**src/rtl/player_move_ctrl.sv**
```systemverilog
// Player movement scheduler: scans every maze rectangle for edge contact, then commits or refuses a 1-px move.
// Optional build macro COLOR_PASS_EN: rectangles matching the player colour never block.
module player_move_ctrl #(
   parameter int unsigned NUM_RECTS   = 4,
   parameter int unsigned IDX_W       = 2,
   parameter int unsigned PLAYER_SIZE = 12,
   parameter int unsigned H_MAX       = 640,
   parameter int unsigned V_MAX       = 480,
   parameter int unsigned START_H     = 314,
   parameter int unsigned START_V     = 234
) (
   input  logic             btnClk,
   input  logic             rst,
   input  logic [3:0]       btns,
   input  logic [3:0]       player_color,
   output logic [IDX_W-1:0] rect_sel,
   input  logic [31:0]      rect_hPos,
   input  logic [31:0]      rect_vPos,
   input  logic [31:0]      rect_width,
   input  logic [31:0]      rect_height,
   input  logic [3:0]       rect_color,
   output logic [31:0]      player_hPos,
   output logic [31:0]      player_vPos,
   output logic [3:0]       blocked,
   output logic             busy,
   output logic             move_done
);

   localparam int unsigned POS_W = 32;
   localparam logic [POS_W-1:0] P_SZ  = POS_W'(PLAYER_SIZE);
   localparam logic [POS_W-1:0] H_LIM = POS_W'(H_MAX - PLAYER_SIZE);
   localparam logic [POS_W-1:0] V_LIM = POS_W'(V_MAX - PLAYER_SIZE);
   localparam logic [IDX_W-1:0] LAST_SEL = IDX_W'(NUM_RECTS - 1);
`ifdef COLOR_PASS_EN
   localparam logic COLOR_PASS = 1'b1;
`else
   localparam logic COLOR_PASS = 1'b0;
`endif

   localparam logic [3:0] DIR_U = 4'b1000;
   localparam logic [3:0] DIR_D = 4'b0100;
   localparam logic [3:0] DIR_R = 4'b0010;
   localparam logic [3:0] DIR_L = 4'b0001;

   typedef enum logic [1:0] {IDLE, SCAN, DECIDE} state_t;

   state_t           state, stateNext;
   logic [3:0]       dir, dirNext;
   logic             hit, hitNext;
   logic [IDX_W-1:0] selNext;
   logic [POS_W-1:0] hPosNext, vPosNext;
   logic [3:0]       blockedNext;
   logic             busyNext, moveDoneNext;
   logic             hOverlap, vOverlap, rectHit;

   // Edge-contact test of the currently presented rectangle against the latched direction
   always_comb begin
      hOverlap = (player_hPos < rect_hPos + rect_width) && (player_hPos + P_SZ > rect_hPos);
      vOverlap = (player_vPos < rect_vPos + rect_height) && (player_vPos + P_SZ > rect_vPos);
      rectHit  = 1'b0;
      if (rect_width != '0 && rect_height != '0 && !(COLOR_PASS && rect_color == player_color)) begin
         case (dir)
            DIR_U:   rectHit = (player_vPos == rect_vPos + rect_height) && hOverlap;
            DIR_D:   rectHit = (player_vPos + P_SZ == rect_vPos) && hOverlap;
            DIR_L:   rectHit = (player_hPos == rect_hPos + rect_width) && vOverlap;
            DIR_R:   rectHit = (player_hPos + P_SZ == rect_hPos) && vOverlap;
            default: rectHit = 1'b0;
         endcase
      end
   end

   // Next-state and registered-output logic
   always_comb begin
      stateNext    = state;
      dirNext      = dir;
      hitNext      = hit;
      selNext      = rect_sel;
      hPosNext     = player_hPos;
      vPosNext     = player_vPos;
      blockedNext  = blocked;
      busyNext     = busy;
      moveDoneNext = 1'b0;
      case (state)
         IDLE: begin
            busyNext = 1'b0;
            if (btns == DIR_U || btns == DIR_D || btns == DIR_R || btns == DIR_L) begin
               dirNext   = btns;
               hitNext   = 1'b0;
               selNext   = '0;
               busyNext  = 1'b1;
               stateNext = SCAN;
            end
         end
         SCAN: begin
            hitNext = hit | rectHit;
            if (rect_sel == LAST_SEL) stateNext = DECIDE;
            else                      selNext   = rect_sel + IDX_W'(1);
         end
         DECIDE: begin
            blockedNext  = hit ? dir : 4'b0000;
            moveDoneNext = 1'b1;
            busyNext     = 1'b0;
            stateNext    = IDLE;
            if (!hit) begin
               case (dir)
                  DIR_U:   vPosNext = (player_vPos == '0)    ? V_LIM : player_vPos - POS_W'(1);
                  DIR_D:   vPosNext = (player_vPos == V_LIM) ? '0    : player_vPos + POS_W'(1);
                  DIR_L:   hPosNext = (player_hPos == '0)    ? H_LIM : player_hPos - POS_W'(1);
                  DIR_R:   hPosNext = (player_hPos == H_LIM) ? '0    : player_hPos + POS_W'(1);
                  default: ;
               endcase
            end
         end
         default: stateNext = IDLE;
      endcase
   end

   always_ff @(posedge btnClk or negedge rst) begin
      if (!rst) begin
         state       <= IDLE;
         dir         <= 4'b0000;
         hit         <= 1'b0;
         rect_sel    <= '0;
         player_hPos <= POS_W'(START_H);
         player_vPos <= POS_W'(START_V);
         blocked     <= 4'b0000;
         busy        <= 1'b0;
         move_done   <= 1'b0;
      end else begin
         state       <= stateNext;
         dir         <= dirNext;
         hit         <= hitNext;
         rect_sel    <= selNext;
         player_hPos <= hPosNext;
         player_vPos <= vPosNext;
         blocked     <= blockedNext;
         busy        <= busyNext;
         move_done   <= moveDoneNext;
      end
   end

endmodule

```
**config.mk**
```make
export PLATFORM = sky130hd
export DESIGN_NAME = player_move_ctrl
export DESIGN_NICKNAME = d
export VERILOG_FILES = /design/src/rtl/player_move_ctrl.sv
export SDC_FILE = /design/constraint.sdc
export NUM_CORES = 1
export LEC_CHECK = 0
export CAP_MARGIN = 0
export CORE_ASPECT_RATIO = 0.75
export CORE_MARGIN = 3
export CORE_UTILIZATION = 50
export DETAILED_ROUTE_END_ITERATION = 7
export GPL_ROUTABILITY_DRIVEN = 0
export PLACE_DENSITY = 0.76
export SETUP_SLACK_MARGIN = 0.1
export SYNTH_ARGS = -nofsm -noshare
export SYNTH_HDL_FRONTEND = slang
export SYNTH_SLANG_ARGS = --single-unit
```
**constraint.sdc**
```tcl
create_clock -name btnClk -period 14.1 [get_ports btnClk]
set_input_delay 1.41 -clock btnClk [delete_from_list [all_inputs] [get_ports btnClk]]
set_output_delay 1.41 -clock btnClk [all_outputs]
set_load 0.03 [all_outputs]
```
# --- After elaboration in Yosys (flattened, before gate mapping) ---
# Index checks and enable logic that the tools add are counted.
# Widths: inputs -> output; s select.
totals:
  register_bits: 79
  out_inout_bits: 72
  word_cells: 89
op_classes:
  add_sub_neg: 9
  n_lt_le_gt_ge: 4
  eq_ne: 20
  muxes: 20
  n_bitwise: 2
  n_reduce_logical: 25
ops:
  columns: ["operator", "n"]
  rows:
  - ["$eq 32x32->1", 4]
  - ["$mux 32", 4]
  - ["$pmux 32 s2", 2]
  - ["$add 32x1->32 const B", 2]
  - ["$add 32x32->32", 2]
  - ["$add 32x4->32 const B", 2]
  - ["$gt 32x32->1", 2]
  - ["$logic_not 32->1", 2]
  - ["$lt 32x32->1", 2]
  - ["$reduce_bool 32->1", 2]
  - ["$sub 32x1->32 const B", 2]
  - ["$eq 32x10->1 const B", 1]
  - ["$eq 32x9->1 const B", 1]
  - ["$reduce_and 3->1", 3]
  - ["$eq 4x1->1 const B", 2]
  - ["$eq 4x2->1 const B", 2]
  - ["$eq 4x3->1 const B", 2]
  - ["$eq 4x4->1 const B", 2]
  - ["$mux 2", 4]
  - ["$pmux 2 s2", 2]
  - ["$reduce_bool 2->1", 4]
  - ["$logic_and 1x1->1", 7]
  - ["$ne 2x2->1 const B", 3]
  - ["$reduce_and 2->1", 3]
  - ["11 further kinds", 18]

# --- Longest topological paths before layout ---
# Gate-level depths: netlist of the first run.
logic_depth:
  ltp_word: 8
  ltp_mapped: 22
  mapped_depth_nobuf: 22

# --- Worst setup path before layout of the first run ---
# No wires, ideal clock.
synth_timing:
  path_kind: "input to register"
  start: "input port rect_vPos[0]"
  end: "register hit"
  setup_time_ns: 0.120
  arrival_ns: 4.789
  slack_ns: 9.190
  path_stages: 19
  path_buffers: 0
  path_cell_list: "ha_1 inv_1 fa_1 nor2b_1 o31a_1 o211ai_1 a21boi_0 a21oi_1 o311ai_0 a31o_2 a21oi_1 xor2_1 ha_1 nand4_1 nor4_1 a22oi_1 a31oi_1 a31oi_1 a41o_1"
synth_via:
  elab_chain_cells: 8
synth_rtl:
  columns: ["element", "line", "text"]
  rows:
  - ["start, declared", "18", "input logic [31:0] rect_vPos,"]
  - ["$add 32x32->32", "59, 63", null]
  - ["$lt 32x32->1", "59", "vOverlap = (player_vPos < rect_vPos + rect_height) && (player_vPos + P_SZ > rect_vPos);"]
  - ["$logic_and 1x1->1", "59", null]
  - ["$logic_and 1x1->1, on equally long branches", "66, 65", null]
  - ["$pmux 1 s4 *", "62", "case (dir)"]
  - ["$mux 1 *", "61", "if (rect_width != '0 && rect_height != '0 && !(COLOR_PASS && rect_color == player_color)) begin"]
  - ["$or 1x1->1 *", "95", "hitNext = hit | rectHit;"]
  - ["$pmux 1 s2 *", "83", "case (state)"]
  - ["end signal, assigned", "132", "hit <= hitNext;"]
  - ["end, declared", "49", "logic hit, hitNext;"]
# Every way passes the cells marked *; elsewhere a longest branch is shown, timed or not.
# A chain may end at the register's enable or synchronous reset.

# --- Worst setup path in the final report of the first run ---
layout_timing:
  start: "input port rect_height[0]"
  end: "register hit"
layout_via:
  elab_chain_cells: 8
layout_rtl:
  columns: ["element", "line", "text"]
  rows:
  - ["start, declared", "20", "input logic [31:0] rect_height,"]
  - ["$add 32x32->32", "59, 63", null]
  - ["$lt 32x32->1", "59", null]
  - ["$logic_and 1x1->1", "59", null]
  - ["$logic_and 1x1->1, on equally long branches", "66, 65", null]
  - ["$pmux 1 s4", "62", null]
  - ["$mux 1 *", "61", null]
  - ["$or 1x1->1 *", "95", null]
  - ["$pmux 1 s2 *", "83", null]
# Marks and branches as above.

==> metrics.md, run 1 <==
| Metric | Value |
|---|---|
| Outcome | finished clean |
| Number of antenna cells inserted | 0 |
| Number of synthesized register bits | 79 |
| Die area | 0.0283 sq mm |
| Min cycle time layout | 6.62 ns |
| Number of top-level pins | 214 |
| Die span in y | 146 um |
| Number of flops mapped to enable cells by yosys | 0 |
| Residual antenna-violating net count after detailed routing | 0 |
| Netlist area before placement | 0.0132 sq mm |
| Global-route wire length before repair | 70.0 mm |
| Areal power density over the cells | 151 mW/mm^2 |
| Setup slack after placement | 7.32 ns |
| Crit path from | rect_height[0] |
| GRT Residual Overflow | 0 |
| Setup TNS Final | 0 ns |
| Most common cell after layout, fill and taps aside | sky130_fd_sc_hd__clkdlybuf4s50_1 |
| Top layer in use | met4 |
| Top library cells by usage in the layout, fill and taps aside | sky130_fd_sc_hd__clkdlybuf4s50_1, sky130_fd_sc_hd__ha_1, sky130_fd_sc_hd__a21oi_1, sky130_fd_sc_hd__nand2_1, sky130_fd_sc_hd__o21ai_0 |
| Initial DRC Count | 1586 |
| Design Power | 0.00235 W |
| Number of antenna violations at the first check in global routing | 0 |
| Leak | 7.10 nW |
| Setup ws final | 7.48 ns |
| Setup repair after global routing missed its margin | no |
| Leading area contributor after synthesis | sky130_fd_sc_hd__ha_1 |
| Via count | 14300 |
| Worst VDD drop | 0.133 mV |
| Type of origin of the critical path | primary input |
| Synth Flop Type | sky130_fd_sc_hd__dfrtp_1 |
| Crit path max fanout | 4 |
| Met2 wirelength from detailed routing | 17.6 mm |
| Placed standard-cell area | 0.0153 sq mm |
| CTS clock-pin slew for the worst setup and hold paths | 0.07 ns |
| Maximum clock rate | 0.151 GHz |
| Total Wirelength | 43.4 mm |
| Endpoint class of the critical path | flip-flop |
| CTS Buffer Depth | 2 |
| Async set-or-reset flop fraction in the synthesized netlist | 100% |
| Distinct cell type count after synthesis | 79 |
| Resized Gates After CTS | 0 |
| Effective utilization at floorplan | 51.8% |
| HPWL reported at the end of detailed placement | 34.3 mm |
| Period Utilization, post-route | 46.9% |
| Max-slew violation count | 0 |
| Number of buffers added on ports | 205 |
| Area of the placeable core | 0.0254 sq mm |
| CTS root buffer | sky130_fd_sc_hd__clkbuf_16 |
| Number of global-route vias before repair | 13200 |
| Pin count of the biggest net entering global routing | 64 |
| Fillers | 2335 |
| Worst setup slack for register-to-register paths | 7.91 ns |
| Kind of path behind the tightest hold check | flip-flop to flip-flop |
| Total of endpoints with negative setup slack in the final report | 0 |
| Hold path startpoint | blocked[0] |
| Number of hold buffers added after CTS | 0 |
| Number of maximum-capacitance constraint violations | 0 |
| Setup Buffers After CTS | 0 |
| Syn nets | 2110 |
| Relative max-transition margin | 22.5% |
| Mean Syn Cell Area | 7.46 sq um |
| Transition time of the tightest slew-check pin | 1.16 ns |
| Clock tree from TritonCTS | done |
| Final-report hold violation count | 0 |
| Worst skew pair latency | 0.34 ns |
| Global routing usage summed across all routing layers | 29.4% |
| Area growth from synthesis to layout | 18.4% |
| Top cell type's share of synthesized area | 19.3% |
| Average vias per placed instance | 6.37 |
| Type of the setup path with the least slack | primary input to flip-flop |
| Number of remaining DRC errors | 0 |
| Std cell rows | 50 |
| Met1 wire length | 20.4 mm |
| Required time of the critical path | 14.32 ns |
| Number of levels the H-tree was split into | 3 |
| Per-cell routed wire length | 19.4 um |
| Area contributors post-synth | sky130_fd_sc_hd__ha_1, sky130_fd_sc_hd__dfrtp_1, sky130_fd_sc_hd__a21oi_1 |
| Arrival time worst endpoint | 6.83 ns |
| Cells after Synth | 1763 |
| Metal3 WL | 5.19 mm |
| Largest clock skew in the final design | 0.00557 ns |
| Final layout net count | 2245 |
| Total clock buffers created by CTS | 9 |
| Number of optimization iterations in the first detailed-route pass | 8 |
| Sink count of the clock tree | 79 |
| Fraction of final layout cells sized beyond drive strength 1 | 3.68% |
| Layout Cell Area excl Fill | 0.0156 sq mm |
| Reg-to-Reg Start | player_hPos[2] |
| Part of the Yosys area used for sequential elements | 15.1% |
| Min Hold Slack | 0.484 ns |
| Synth warnings | 0 |
| Die Span X | 193 um |
cell usage after synthesis, drive strengths merged, types with 25 or more instances:
library cell and n:
inv 101, xnor2 63, a21o 64, dfrtp 69, a21oi 169, and3 29, clkbuf 77, nor2b 25
ha 203, nor2 118, nor4 39, xor2 62, nor3 56, nand2 133, o21ai 137, nand3 45
o31ai 34, nand4 48
cell families (layout without fill, tap and decap cells):
family / count (synthesis) / count (layout) / share of synthesized area [%]
flip-flops: 79 / 79 / 15.1
AND/OR/NAND/NOR: 588 / 588 / 23.2
adder cells (fa/ha/maj): 205 / 205 / 19.6
buffers and inverters: 194 / 334 / 6.49
AO/OA/AOI/OAI: 567 / 567 / 26.9
XOR/XNOR: 125 / 125 / 8.32
multiplexers: 5 / 5 / 0.428
layout make-up:
cell class,instances,area [sq um],share of cell area (%)
Sequential cell,79,1990,12.8
Tap cell,338,423,2.71
Clock inverter,6,71.3,0.458
Inverter,101,379,2.43
Timing Repair Buffer,217,2140,13.7
Clock buffer,10,229,1.47
Multi-Input combinational cell,1490,10300,66.4
report_power, final:
part	internal, W	total (W)	switching [W]
sequential	0.000285	0.000448	0.000163
clock	0.000138	0.000240	0.000101
combinational	0.000667	0.00166	0.000995
final timing paths:
path | cells past startpoint | end
max in group asynchronous | 2 | dir[1]
setup / recovery | 20 | hit
hold reg to reg | 2 | blocked[0]
min in group asynchronous | 1 | player_hPos[29]
setup reg to reg | 18 | hit
hold / removal | 2 | blocked[0]
metrics by stage:
step	util [%]	cells
after floorplan	-	1763
after global placement	60.2	2225
after detailed placement	60.2	2225
after CTS	61.3	2241
after global routing	61.3	2241
final	61.3	2241
layer usage:
metal  vias up  track usage, %
met5         -               0
met4         0            3.79
met3        23            7.89
met2       766            41.3
met1      6647            45.6
li1       6835               -
registers in the layout, indices dropped and copies added, names as in the netlist:
name,flops
rect_sel,2
player_vPos,32
dir,4
move_done,1
busy,1
player_hPos,32
blocked,4
hit,1
state,2
worst max-delay path, stage by stage:
cell and delay, ns:
sky130_fd_sc_hd__clkdlybuf4s50_1 0.49, sky130_fd_sc_hd__ha_1 0.17, sky130_fd_sc_hd__inv_1 0.05, sky130_fd_sc_hd__fa_1 0.41, sky130_fd_sc_hd__nor2b_1 0.15, sky130_fd_sc_hd__o31a_1 0.18, sky130_fd_sc_hd__o211ai_1 0.15, sky130_fd_sc_hd__a21boi_0 0.71
sky130_fd_sc_hd__a21oi_1 0.19, sky130_fd_sc_hd__o311ai_0 0.59, sky130_fd_sc_hd__a31o_2 0.26, sky130_fd_sc_hd__a21oi_1 0.07, sky130_fd_sc_hd__xor2_1 0.15, sky130_fd_sc_hd__ha_1 0.29, sky130_fd_sc_hd__nand4_1 0.16, sky130_fd_sc_hd__nor4_1 0.57
sky130_fd_sc_hd__a22oi_1 0.24, sky130_fd_sc_hd__a31oi_1 0.20, sky130_fd_sc_hd__a31oi_1 0.12, sky130_fd_sc_hd__a41o_1 0.28
(Power assumes the default switching activity.)
==> run 2: changes to the inputs <==
- PLACE_DENSITY: 0.76 -> 0.79
- clock period: 14.1 -> 5.7 ns (I/O delays scaled with it)
==> run 2 against run 1 <==
Net effect:
- critical path depth shrank 1
- routed wire length rose by 0.85%
- register-to-register slack worse by 7.5 ns
- worst hold slack lost 0.085 ns
- clock power grew to 2.6 times the previous value
- largest power group unchanged
- die area is the same
- total power grew 150%
- highest routed layer is now met5
- largest cell class unchanged
- first-iteration DRC count rose by 24%
- clock-buffer cell count up 1
==> metrics.md, run 2 (synthesized netlist as in run 1, its figures left out) <==
| Metric | Value |
|---|---|
| Outcome | finished clean |
| Area of the placeable core | 0.0254 sq mm |
| Count of placed standard cells including taps | 2233 |
| Final layout net count | 2253 |
| Number of levels the H-tree was split into | 3 |
| Number of antenna violations at the first check in global routing | 1 |
| Via count | 14400 |
| Worst setup slack for register-to-register paths | 0.37 ns |
| Max-slew violation count | 0 |
| Transition time of the tightest slew-check pin | 1.28 ns |
| Die span in y | 146 um |
| Number of hold buffers added after CTS | 0 |
| Design Power | 0.00587 W |
| Total clock buffers created by CTS | 9 |
| Per-cell routed wire length | 19.5 um |
| Number of remaining DRC errors | 0 |
| Global routing usage summed across all routing layers | 29.4% |
| Average vias per placed instance | 6.40 |
| Fraction of final layout cells sized beyond drive strength 1 | 4.03% |
| Type of the setup path with the least slack | flip-flop to flip-flop |
| Arrival time worst endpoint | 5.61 ns |
| Internal Power | 0.00275 W |
| HPWL reported at the end of detailed placement | 34.3 mm |
| CTS clock-pin slew for the worst setup and hold paths | 0.07 ns |
| RR Endpoint | hit |
| Type of origin of the critical path | flip-flop |
| Number of optimization iterations in the first detailed-route pass | 7 |
| Min Hold Slack | 0.399 ns |
| Number of non-filler instances in the completed layout | 2249 |
| Endpoint class of the critical path | flip-flop |
| Setup repair after global routing missed its margin | no |
| Top library cells by usage in the layout, fill and taps aside | sky130_fd_sc_hd__clkdlybuf4s50_1, sky130_fd_sc_hd__ha_1, sky130_fd_sc_hd__a21oi_1, sky130_fd_sc_hd__nand2_1, sky130_fd_sc_hd__o21ai_0 |
| Pin count of the biggest net entering global routing | 80 |
| Die Span X | 193 um |
| Proportion of power drawn by the clock network | 10.7% |
| Crit path max fanout | 11 |
| Worst VDD drop | 0.255 mV |
| Area growth from synthesis to layout | 19.0% |
| Worst skew pair latency | 0.34 ns |
| Clock tree from TritonCTS | done |
| GRT Residual Overflow | 0 |
| Effective utilization at floorplan | 51.8% |
| Period Utilization, post-route | 93.5% |
| Number of top-level pins | 214 |
| Std cell rows | 50 |
| CTS root buffer | sky130_fd_sc_hd__clkbuf_16 |
| Areal power density over the cells | 375 mW/mm^2 |
| Leak | 7.16 nW |
| Number of maximum-capacitance constraint violations | 0 |
| Maximum clock rate | 0.188 GHz |
| Total of endpoints with negative setup slack in the final report | 0 |
| Reg-to-Reg Start | player_hPos[3] |
| Number of global-route vias before repair | 13100 |
| Net Sw Frac | 53.1% |
| Sink count of the clock tree | 79 |
| Number of antenna cells inserted | 0 |
| Fillers | 2271 |
| Required time of the critical path | 5.98 ns |
| Placed standard-cell area | 0.0153 sq mm |
| Setup TNS Final | 0 ns |
| Min cycle time layout | 5.33 ns |
| Number of buffers added on ports | 205 |
| CTS Buffer Depth | 2 |
| Total Wirelength | 43.8 mm |
| Kind of path behind the tightest hold check | primary input to async pin |
| Most common cell after layout, fill and taps aside | sky130_fd_sc_hd__clkdlybuf4s50_1 |
| Global-route wire length before repair | 69.9 mm |
| Worst R2R Path Depth | 19 |
| Switching power | 0.00311 W |
| Comb pwr share | 70.7% |
| Setup Buffers After CTS | 0 |
| Top Registers | player_hPos: 32 flops, player_vPos: 32 flops |
| Flop pwr share | 18.5% |
| Largest clock skew in the final design | 0.0120 ns |
| Relative max-transition margin | 14.6% |
| Die area | 0.0283 sq mm |
| Initial DRC Count | 1960 |
| Layout Cell Area excl Fill | 0.0157 sq mm |
| Final-report hold violation count | 0 |
| Residual antenna-violating net count after detailed routing | 0 |
-- run 2: what timing repair did --
action,in CTS,in global routing
resized for setup,0,1
setup endpoints to repair,0,1
endpoints found under the hold margin,0,0
-- run 2: layer usage --
metal,routed length (um),GRT usage (%),up-vias
li1,-,-,6842
met1,20800,45.8,6758
met2,17700,41.5,750
met3,4780,6.62,45
met4,550,4.66,2
met5,13,0,-
-- run 2: power by group through the flow --
stage | Clock (W) | Sequential (W) | Combinational [W]
finish | 0.000629 | 0.00109 | 0.00415
global route | 0.000656 | 0.00112 | 0.00455
CTS | 0.000632 | 0.00107 | 0.00404
detailed placement | 0 | 0.00108 | 0.00401
global placement | 0 | 0.00108 | 0.00391
floorplan | 0 | 0.00106 | 0.00291
-- run 2: worst max-delay path by stage --
stage | start | end | slack [ns]
floorplan | player_hPos[4] | hit | 1.06
global placement | rect_vPos[0] | hit | 0.46
detailed placement | rect_vPos[0] | hit | 0.20
CTS | player_hPos[3] | hit | 0.35
global route | player_hPos[3] | hit | 0.13
finish | player_hPos[3] | hit | 0.37
-- run 2: through the flow --
step / worst slack, ns / utilization [%]
global placement: 0.455 / 60.4
floorplan: 1.06 / -
finish: 0.370 / 61.6
CTS: 0.354 / 61.6
detailed placement: 0.197 / 60.4
global route: 0.133 / 61.6
-- run 2: critical path, stage by stage (launching register included) --
cell                      delay [ns]
sky130_fd_sc_hd__dfstp_2        0.66
sky130_fd_sc_hd__inv_1          0.11
sky130_fd_sc_hd__ha_1           0.29
sky130_fd_sc_hd__nor3b_1        0.22
sky130_fd_sc_hd__buf_4          0.17
sky130_fd_sc_hd__nand3_1        0.15
sky130_fd_sc_hd__or2_2          0.39
sky130_fd_sc_hd__nor2b_1        0.32
sky130_fd_sc_hd__nand2_1        0.14
sky130_fd_sc_hd__xnor2_1        0.16
sky130_fd_sc_hd__ha_1           0.30
sky130_fd_sc_hd__nand4_1        0.13
sky130_fd_sc_hd__nor3_2         0.30
sky130_fd_sc_hd__nand3_1        0.13
sky130_fd_sc_hd__or4_1          0.66
sky130_fd_sc_hd__or3_1          0.47
sky130_fd_sc_hd__o21ai_0        0.21
sky130_fd_sc_hd__a31oi_1        0.11
sky130_fd_sc_hd__a31oi_1        0.22
sky130_fd_sc_hd__a41o_1         0.13
-- run 2: final cells by class --
cell class	count	area [sq um]	share of cell area, %
sequential	79	1990	12.7
multi-input combinational	1490	10300	66.1
timing repair buffer	225	2200	14.1
inverter	101	379	2.42
tap	338	423	2.70
clock inverter	5	82.6	0.528
clock buffer	11	233	1.49
==> run 3: changes to the inputs <==
- HOLD_SLACK_MARGIN: default -> 0.02
==> results of run 3 <==
Final layout, timing and power as in run 2 (identical DEF).
